File: config.mk
export PLATFORM = sky130hd
export DESIGN_NAME = line_arb_rr_scheduler
export DESIGN_NICKNAME = d
export VERILOG_FILES = /design/src/rtl/line_arb_pkg.sv /design/src/rtl/line_arb_rr_pick.sv /design/src/rtl/line_arb_rr_scheduler.sv
export SDC_FILE = /design/constraint.sdc
export NUM_CORES = 1
export LEC_CHECK = 0
export ABC_AREA = 1
export BUFFER_PORTS_ARGS = -buffer_cell sky130_fd_sc_hd__clkbuf_2
export CORE_AREA = 8 8 238 240
export CTS_BUF_LIST = sky130_fd_sc_hd__clkbuf_4 sky130_fd_sc_hd__clkbuf_8
export DETAILED_ROUTE_END_ITERATION = 6
export DIE_AREA = 0 0 246 248
export GPL_TIMING_DRIVEN = 0
export MAX_ROUTING_LAYER = met4
export SYNTH_ARGS = -nofsm -noshare
export SYNTH_HDL_FRONTEND = slang
export SYNTH_SLANG_ARGS = --single-unit
export TNS_END_PERCENT = 100
File: constraint.sdc
create_clock -name clock -period 4.1 [get_ports clock]
set_clock_uncertainty 0.05 [all_clocks]
set_input_delay 0.41 -clock clock [delete_from_list [all_inputs] [get_ports clock]]
set_output_delay 0.41 -clock clock [all_outputs]
set_load 0.005 [all_outputs]
File: src/rtl/line_arb_pkg.sv
// Shared definitions for the lineArb round-robin scheduler: default sizes, FSM state type
// and the index-width helper.
package line_arb_pkg;

  localparam int unsigned N_IN_DEF        = 8;
  localparam int unsigned DATA_W_DEF      = 64;
  localparam int unsigned STALL_LIMIT_DEF = 1023;

  typedef enum logic [0:0] {
    StIdle,
    StBusy
  } state_e;

  // Bits needed to hold values 0..value-1; returns 0 for value <= 1.
  function automatic int unsigned clog2(input int unsigned value);
    int unsigned width;
    width = 0;
    for (int unsigned i = 0; i < 32; i++) begin
      if ((64'd1 << i) < 64'(value)) width = i + 1;
    end
    return width;
  endfunction

endpackage

File: src/rtl/line_arb_rr_pick.sv
// Round-robin pick: rotate the request vector so the search starts just above last_ptr,
// priority-encode the lowest set bit, then rotate the index back.
module line_arb_rr_pick
  import line_arb_pkg::*;
#(
  parameter int unsigned N_IN  = N_IN_DEF,
  parameter int unsigned IDX_W = clog2(N_IN)
) (
  input  logic [N_IN-1:0]  req,
  input  logic [IDX_W-1:0] last_ptr,
  output logic             any,
  output logic [IDX_W-1:0] idx
);

  logic [N_IN-1:0]  rot;
  logic [IDX_W-1:0] off;
  int unsigned      start;

  always_comb begin
    start = (32'(last_ptr) + 32'd1) % N_IN;
    for (int unsigned i = 0; i < N_IN; i++) begin
      rot[i] = req[IDX_W'((start + i) % N_IN)];
    end
    off = '0;
    for (int i = int'(N_IN) - 1; i >= 0; i--) begin
      if (rot[i]) off = IDX_W'(i);
    end
    any = |req;
    idx = IDX_W'((start + 32'(off)) % N_IN);
  end

endmodule

File: src/rtl/line_arb_rr_scheduler.sv
// Packet-granular round-robin arbiter sharing one AXI-Stream output among N_IN inputs,
// with per-input stall supervision driving a registered block-flag vector.
module line_arb_rr_scheduler
  import line_arb_pkg::*;
#(
  parameter int unsigned N_IN        = N_IN_DEF,
  parameter int unsigned DATA_W      = DATA_W_DEF,
  parameter int unsigned STALL_LIMIT = STALL_LIMIT_DEF
) (
  input  logic                     clock,
  input  logic                     reset,
  input  logic [N_IN-1:0]          en_mask,
  input  logic [N_IN-1:0]          s_tvalid,
  input  logic [N_IN*DATA_W-1:0]   s_tdata,
  input  logic [N_IN-1:0]          s_tlast,
  output logic [N_IN-1:0]          s_tready,
  output logic                     m_tvalid,
  output logic [DATA_W-1:0]        m_tdata,
  output logic                     m_tlast,
  output logic [clog2(N_IN)-1:0]   m_tdest,
  input  logic                     m_tready,
  output logic                     busy,
  output logic [N_IN-1:0]          block_sigs
);

  localparam int unsigned IDX_W = clog2(N_IN);
  localparam int unsigned CNT_W = clog2(STALL_LIMIT + 1);

  state_e           state_q, state_d;
  logic [IDX_W-1:0] grant_q, grant_d;
  logic [IDX_W-1:0] last_ptr_q, last_ptr_d;
  logic             pick_any;
  logic [IDX_W-1:0] pick_idx;
  logic             sel_valid, sel_last;

  line_arb_rr_pick #(
    .N_IN  (N_IN),
    .IDX_W (IDX_W)
  ) u_pick (
    .req      (s_tvalid & en_mask),
    .last_ptr (last_ptr_q),
    .any      (pick_any),
    .idx      (pick_idx)
  );

  assign sel_valid = s_tvalid[grant_q];
  assign sel_last  = s_tlast[grant_q];

  always_ff @(posedge clock) begin
    if (reset) begin
      state_q    <= StIdle;
      grant_q    <= '0;
      last_ptr_q <= IDX_W'(N_IN - 1);
    end else begin
      state_q    <= state_d;
      grant_q    <= grant_d;
      last_ptr_q <= last_ptr_d;
    end
  end

  // en_mask only gates new grants; an open packet always runs to its tlast.
  always_comb begin
    state_d    = state_q;
    grant_d    = grant_q;
    last_ptr_d = last_ptr_q;
    unique case (state_q)
      StIdle: begin
        if (pick_any) begin
          grant_d = pick_idx;
          state_d = StBusy;
        end
      end
      StBusy: begin
        if (sel_valid && m_tready && sel_last) begin
          last_ptr_d = grant_q;
          state_d    = StIdle;
        end
      end
      default: state_d = StIdle;
    endcase
  end

  always_comb begin
    s_tready = '0;
    m_tvalid = 1'b0;
    m_tdata  = '0;
    m_tlast  = 1'b0;
    m_tdest  = '0;
    busy     = 1'b0;
    if (state_q == StBusy) begin
      m_tvalid          = sel_valid;
      m_tdata           = s_tdata[32'(grant_q) * DATA_W +: DATA_W];
      m_tlast           = sel_last;
      m_tdest           = grant_q;
      s_tready[grant_q] = m_tready;
      busy              = 1'b1;
    end
  end

  for (genvar g = 0; g < N_IN; g++) begin : g_stall
    logic [CNT_W-1:0] cnt_q, cnt_d;
    logic             blk_q;

    always_comb begin
      if (!s_tvalid[g] || s_tready[g]) begin
        cnt_d = '0;
      end else if (cnt_q == CNT_W'(STALL_LIMIT)) begin
        cnt_d = cnt_q;
      end else begin
        cnt_d = cnt_q + CNT_W'(1);
      end
    end

    always_ff @(posedge clock) begin
      if (reset) begin
        cnt_q <= '0;
        blk_q <= 1'b0;
      end else begin
        cnt_q <= cnt_d;
        blk_q <= (cnt_d == CNT_W'(STALL_LIMIT));
      end
    end

    assign block_sigs[g] = blk_q;
  end

endmodule

# After elaboration in Yosys (flattened, before gate mapping)
# Index checks and enable logic that the tools add are counted.
[totals]
out_inout_bits = 86
latchBits = 0
n_memories = 0
register_bits = 95
mem_bits_rw = 0
elab_cells = 143
inputBits = 539
mem_bits_ro = 0
[classes]
n_shift = 1
mul = 0
muxes = 55
n_lt_le_gt_ge = 10
n_addsub = 17
reduce_logical = 22
div_mod_pow = 0
eq_ne = 16
n_bitwise = 3
[ops]
columns = ["operator", "count"]
rows = [
  ["$shiftx A512 B10 Y64", 1],
  ["$eq A10 B10 Y1 const B", 16],
  ["$mux W10", 16],
  ["$add A10 B1 Y10 const B", 8],
  ["$mux W64", 1],
  ["$lt A3 B4 Y1 const B", 9],
  ["$bmux W1 S3", 10],
  ["$mux W3", 9],
  ["$and A8 B8 Y8", 2],
  ["$mux W1", 16],
  ["$add A3 B3 Y3 const B", 4],
  ["$logic_not A1 Y1", 8],
  ["$logic_or A1 B1 Y1", 8],
  ["$mux W8", 1],
  ["$reduce_or A8 Y1", 1],
  ["$add A3 B1 Y3 const B", 2],
  ["$add A3 B2 Y3 const B", 2],
  ["$reduce_and A2 Y1", 2],
  ["$add A3 B3 Y3", 1],
  ["$demux W1 S3", 1],
  ["$ge A3 B1 Y1 const B", 1],
  ["$logic_and A1 B1 Y1", 3],
  ["$pmux W1 S2", 1],
  ["$not A1 Y1", 1],
]

# Longest topological paths before layout
[logic_depth]
ltp_word = 13
ltp_mapped = 25
mapped_depth_nobuf = 23

# Cells and area by module
# Synthesis repeated with hierarchy kept, for this count alone.
[hier_totals]
hier_cells = 1943
area_unflattened_um2 = 10438.8
[modules_own_cells]
columns = ["module", "seq_area_each_um2", "cells_each", "n_inst", "area_per_inst_um2"]
rows = [
  ["line_arb_rr_scheduler", 1901.8, 1812, 1, 9771.9],
  ["line_arb_rr_pick", 0.0, 131, 1, 666.9],
]

# Worst setup path after synthesis
# OpenSTA, ideal clock, no wires.
[synth_timing]
kind = "reg-to-reg"
from = "register last_ptr_q[0]"
to = "register grant_q[2]"
setup_slack_ns = 1.062
setup_time_ns = 0.109
t_arrival_ns = 2.879
synth_period_minus_slack_ns = 3.038
path_stages_with_launch = 26
path_buffers = 3
required_time_ns = 3.941
cell_sequence = "dfxtp_1 > buf_4 > inv_4 > buf_6 > ha_1 > buf_4 > nand2_1 > nand2_1 > nand2_1 > nand3_1 > nand2_1 > inv_1 > nand2_1 > nand2_1 > nand2_1 > nand2_1 > a21boi_1 > ha_1 > inv_1 > fa_1 > xor2_1 > inv_1 > nand2_1 > nand3_1 > nand2_1 > inv_1"
[synth_between]
elab_chain_len = 13
elab_cells_between_ends = 33
cone_classes = "add/sub (9); mux (24)"
[synth_rtl]
columns = ["item", "line_no", "rtl"]
rows = [
  ["from (decl)", "line_arb_rr_scheduler.sv:31", "logic [IDX_W-1:0] last_ptr_q, last_ptr_d;"],
  ["from (signal assigned)", "line_arb_rr_scheduler.sv:53", "last_ptr_q <= IDX_W'(N_IN - 1);"],
  ["from (signal assigned)", "line_arb_rr_scheduler.sv:57", "last_ptr_q <= last_ptr_d;"],
  ["$add A3 B1 Y3 (*)", "line_arb_rr_pick.sv:20", "start = (32'(last_ptr) + 32'd1) % N_IN;"],
  ["$add A3 B3 Y3", "line_arb_rr_pick.sv:22", "rot[i] = req[IDX_W'((start + i) % N_IN)];"],
  ["$bmux W1 S3", "line_arb_rr_pick.sv:22", ""],
  ["$mux W1 (implied by the code)", "line_arb_rr_pick.sv:22", ""],
  ["$mux W3 (8 in series)", "line_arb_rr_pick.sv:26", "if (rot[i]) off = IDX_W'(i);"],
  ["$add A3 B3 Y3 (*)", "line_arb_rr_pick.sv:29", "idx = IDX_W'((start + 32'(off)) % N_IN);"],
  ["to (signal assigned)", "line_arb_rr_scheduler.sv:56", "grant_q <= grant_d;"],
  ["to (decl)", "line_arb_rr_scheduler.sv:30", "logic [IDX_W-1:0] grant_q, grant_d;"],
]
# Every way passes the cells marked *; elsewhere a longest branch is shown, timed or not. The select of a mux whose other input is x is not followed.
# A chain may end at the register's enable or synchronous reset.

# Worst setup path in the final report
[layout_timing]
from = "register grant_q[0]"
to = "output port m_tdata[3]"
[layout_between]
elab_chain_len = 2
[layout_rtl]
columns = ["item", "line_no", "rtl"]
rows = [
  ["$shiftx A512 B10 Y64", "line_arb_rr_scheduler.sv:92", "m_tdata = s_tdata[32'(grant_q) * DATA_W +: DATA_W];"],
  ["$mux W64", "line_arb_rr_scheduler.sv:90", "if (state_q == StBusy) begin"],
  ["to (decl)", "line_arb_rr_scheduler.sv:18", "output logic [DATA_W-1:0] m_tdata,"],
]
# No other way between the ends.

==> results.cfg <==
[global_routing]
met1_usage = 0.328
grt.met2_usage = 0.367
overflow = 0
grt_max_degree = 16
grt_busiest_layer = met2
grt_pass1_wl_mm = 107
antenna_found_initial = 64
grt_usage = 0.256
gr-usage-met3 = 0.0926
first_global_vias = 14700

[die]
die_y_microns = 248
fp.dieW_microns = 246
core_area_sq_um = 53100
initial_core_util = 0.194
dieArea_sq_um = 61000
boundaryPins = 625
rows = 85

[critical_path]
end_kind = output port
r2r_slack_ns = 0.65
cp_num_cells = 6
crit_path_max_incr_delay_ns = 0.76
reg2reg_from = last_ptr_q[0]
crit_path_end = m_tdata[3]
startpoint = grant_q[0]
worstPathArrival_ns = 3.46
required_ns = 3.64
crit_fanout = 10
critPathSlowestCell = clkbuf_1
crit_path_start_kind = flip-flop
criticalPathCategory = flip-flop to output port
path_buf_inv = 4
r2r_end = grant_q[2]
crit_top_cell = clkbuf_1
path_cells = inv_2, clkbuf_1, clkbuf_1, o21ai_0, a41oi_1, clkbuf_2
crit_family = buffers and inverters
rr_worst_depth = 25

[pwr]
p_per_area_nw_per_um2 = 473
p_leak_nw = 7.27
fin_total_pwr_mw = 6.92
max-vdd-ir-drop_uv = 158

[route]
firstDrtPassIters = 5
via_per_inst = 4.74
drc = 0
avgRoutedWirePerCell_microns = 24.4
ant_nets = 0
vias = 15600
drt-initial-drc-count = 1417
routed_wl_mm = 80.3

[logic_synthesis]
synth_fp_nets = 2459
avgSynthCellArea_sq_um = 5.40
syn_area_sq_um = 10300
synth_area_leaders = nor2_1 (24%), dfxtp_1 (18%), o21ai_0 (13%), nand2_1 (10%), nand3_1 (5.8%)
synth_cells = 1908
synth_async_sr_flop_share = 0
synth_warnings = 0
synth_cell_types = 46
synth_seq_cells = 95
yosys.area.top_type = nor2_1
synth_top_area_frac = 0.237
synth_top_flop_cell = dfxtp_1
synth_edf_count = 0
synth_seq_area_share = 0.184

[clock_network]
clk-insertion-delay-late_ns = 0.38
cts_tree = done
htree_levels = 3
cts_max_path_buffers = 2
numCtsBuffers = 9
clk_pin_slew_ns = 0.09
cts_hold_buf = 0
root_buffer = clkbuf_8
cts_resized = 0
cts_setup_buffers = 0
numClockSinks = 95

[timing]
rsz0062_at_grt = false
finalSetupViolCount = 0
finalCriticalPeriod_ns = 3.92
finalHoldViolCount = 0
worst_pin_slew_ns = 1.14
period_share = 0.956
slew_viol_final = 0
tns_ns = 0
slew_headroom = 0.230
fmax_mhz = 255

[place]
portBuffers = 624
hpwl_mm = 69.8
finalWeightedCongestion = 1.04

[flow_run]
maxCapViolCount = 0

[layout]
area_growth_pct = 42.0
fillers = 6300
final_util = 0.276
layout.nets = 3094
drive_above_1_share = 0.303

[worst_hold_path]
hp-class = input port to flip-flop

[outcome]
status = finished, final reports clean
==> area by class of cell <==
class | instances | area (sq um) | area share
diodes | 45 | 113 | 0.00769
flip-flops and latches | 95 | 1900 | 0.130
inverters | 138 | 520 | 0.0356
clock inverters | 5 | 82.6 | 0.00564
repair buffers | 624 | 3120 | 0.213
multi-input cells | 1560 | 7330 | 0.501
clock buffers | 10 | 138 | 0.00940
well taps | 696 | 871 | 0.0595
plain buffers | 115 | 563 | 0.0385
==> cells in the final DEF, fill, tap and decap left out, drive strengths merged <==
cell type	count
o21bai	1
bufinv	2
xnor2	6
o2111ai	1
and3	1
dfxtp	95
a21oi	21
clkbuf	679
o21ai	288
xor2	12
inv	136
fa	1
nand3b	5
clkinvlp	3
a21o	1
nor4	3
or2	14
nand3	126
nor3	25
a41oi	64
o211ai	5
nand4	22
a21boi	1
o31ai	4
diode	45
a31oi	2
clkinv	2
nand2	281
ha	11
buf	70
nor2	665
==> logic make-up after synthesis <==
kind of cell               share of synthesized area
adders and majority gates                     0.0153
DFF                                            0.184
and+or+nand+nor                                0.463
AOI/OAI and AO/OA                              0.217
xor gates and xnor gates                      0.0153
buffers and inverters                          0.105
==> worst reg2reg max path: cells and delay by family (launching register included) <==
family | cells | cell delay [ns]
DFF | 1 | 0.36
buffers and inverters | 8 | 0.80
AOI/OAI and AO/OA | 1 | 0.13
adders and majority gates | 3 | 0.89
and+or+nand+nor | 12 | 0.93
xor gates and xnor gates | 1 | 0.22
==> stage by stage <==
stage               worst slack [ns]  cells  hold WS [ns]  instance area (sq um)
floorplan                       1.06   1908         0.426                  10300
global placement               0.477   3228         0.470                  14300
detailed placement             0.431   3228         0.467                  14300
CTS                          0.00190   3243         0.283                  14500
global route                  0.0160   3274         0.310                  14600
finish                         0.179   3288         0.296                  14600
==> synthesized netlist by cell type (2+ instances only) <==
cell type / count
a21oi_1: 20
a31oi_1: 2
a41oi_1: 64
buf_2: 56
buf_4: 10
buf_6: 3
clkbuf_1: 45
clkinv_1: 2
dfxtp_1: 95
ha_1: 11
inv_1: 124
inv_2: 11
nand2_1: 275
nand2_2: 3
nand2_4: 3
nand3_1: 120
nand3_2: 6
nand3b_1: 4
nand4_1: 21
nor2_1: 652
nor2_2: 10
nor2_8: 2
nor3_1: 18
nor3_2: 6
nor4_1: 3
o211ai_1: 5
o21ai_0: 260
o21ai_1: 25
o21ai_2: 3
o31ai_1: 4
or2_2: 14
xnor2_1: 6
xor2_1: 12
==> power by group <==
group	internal, mW	switching, mW
logic	1.54	3.69
registers	0.954	0.0426
clock network	0.357	0.342
total	2.85	4.07
==> layer usage <==
| metal | vias to the layer above | routed length (microns) |
|---|---|---|
| met5 | - | 0 |
| met4 | 0 | 2370 |
| met3 | 96 | 10300 |
| met2 | 846 | 34100 |
| met1 | 7054 | 33600 |
| li1 | 7594 | - |
==> how the worst min path moves through the flow <==
stage / startpoint / to / cells after the start
after floorplan: last_ptr_q[1] / last_ptr_q[1] / 2
after global placement: last_ptr_q[1] / last_ptr_q[1] / 2
after detailed placement: g_stall[2].cnt_q[9] / g_stall[2].cnt_q[8] / 2
after CTS: reset / g_stall[2].cnt_q[5] / 4
after global routing: reset / g_stall[2].cnt_q[9] / 4
final: reset / g_stall[2].cnt_q[5] / 4
==> registers in the layout, indices dropped and copies added (netlist names) <==
register       cells
g_stall.cnt_q     80
g_stall.blk_q      8
grant_q            3
last_ptr_q         3
state_q            1
No activity file was read; power rests on OpenSTA's default activity.
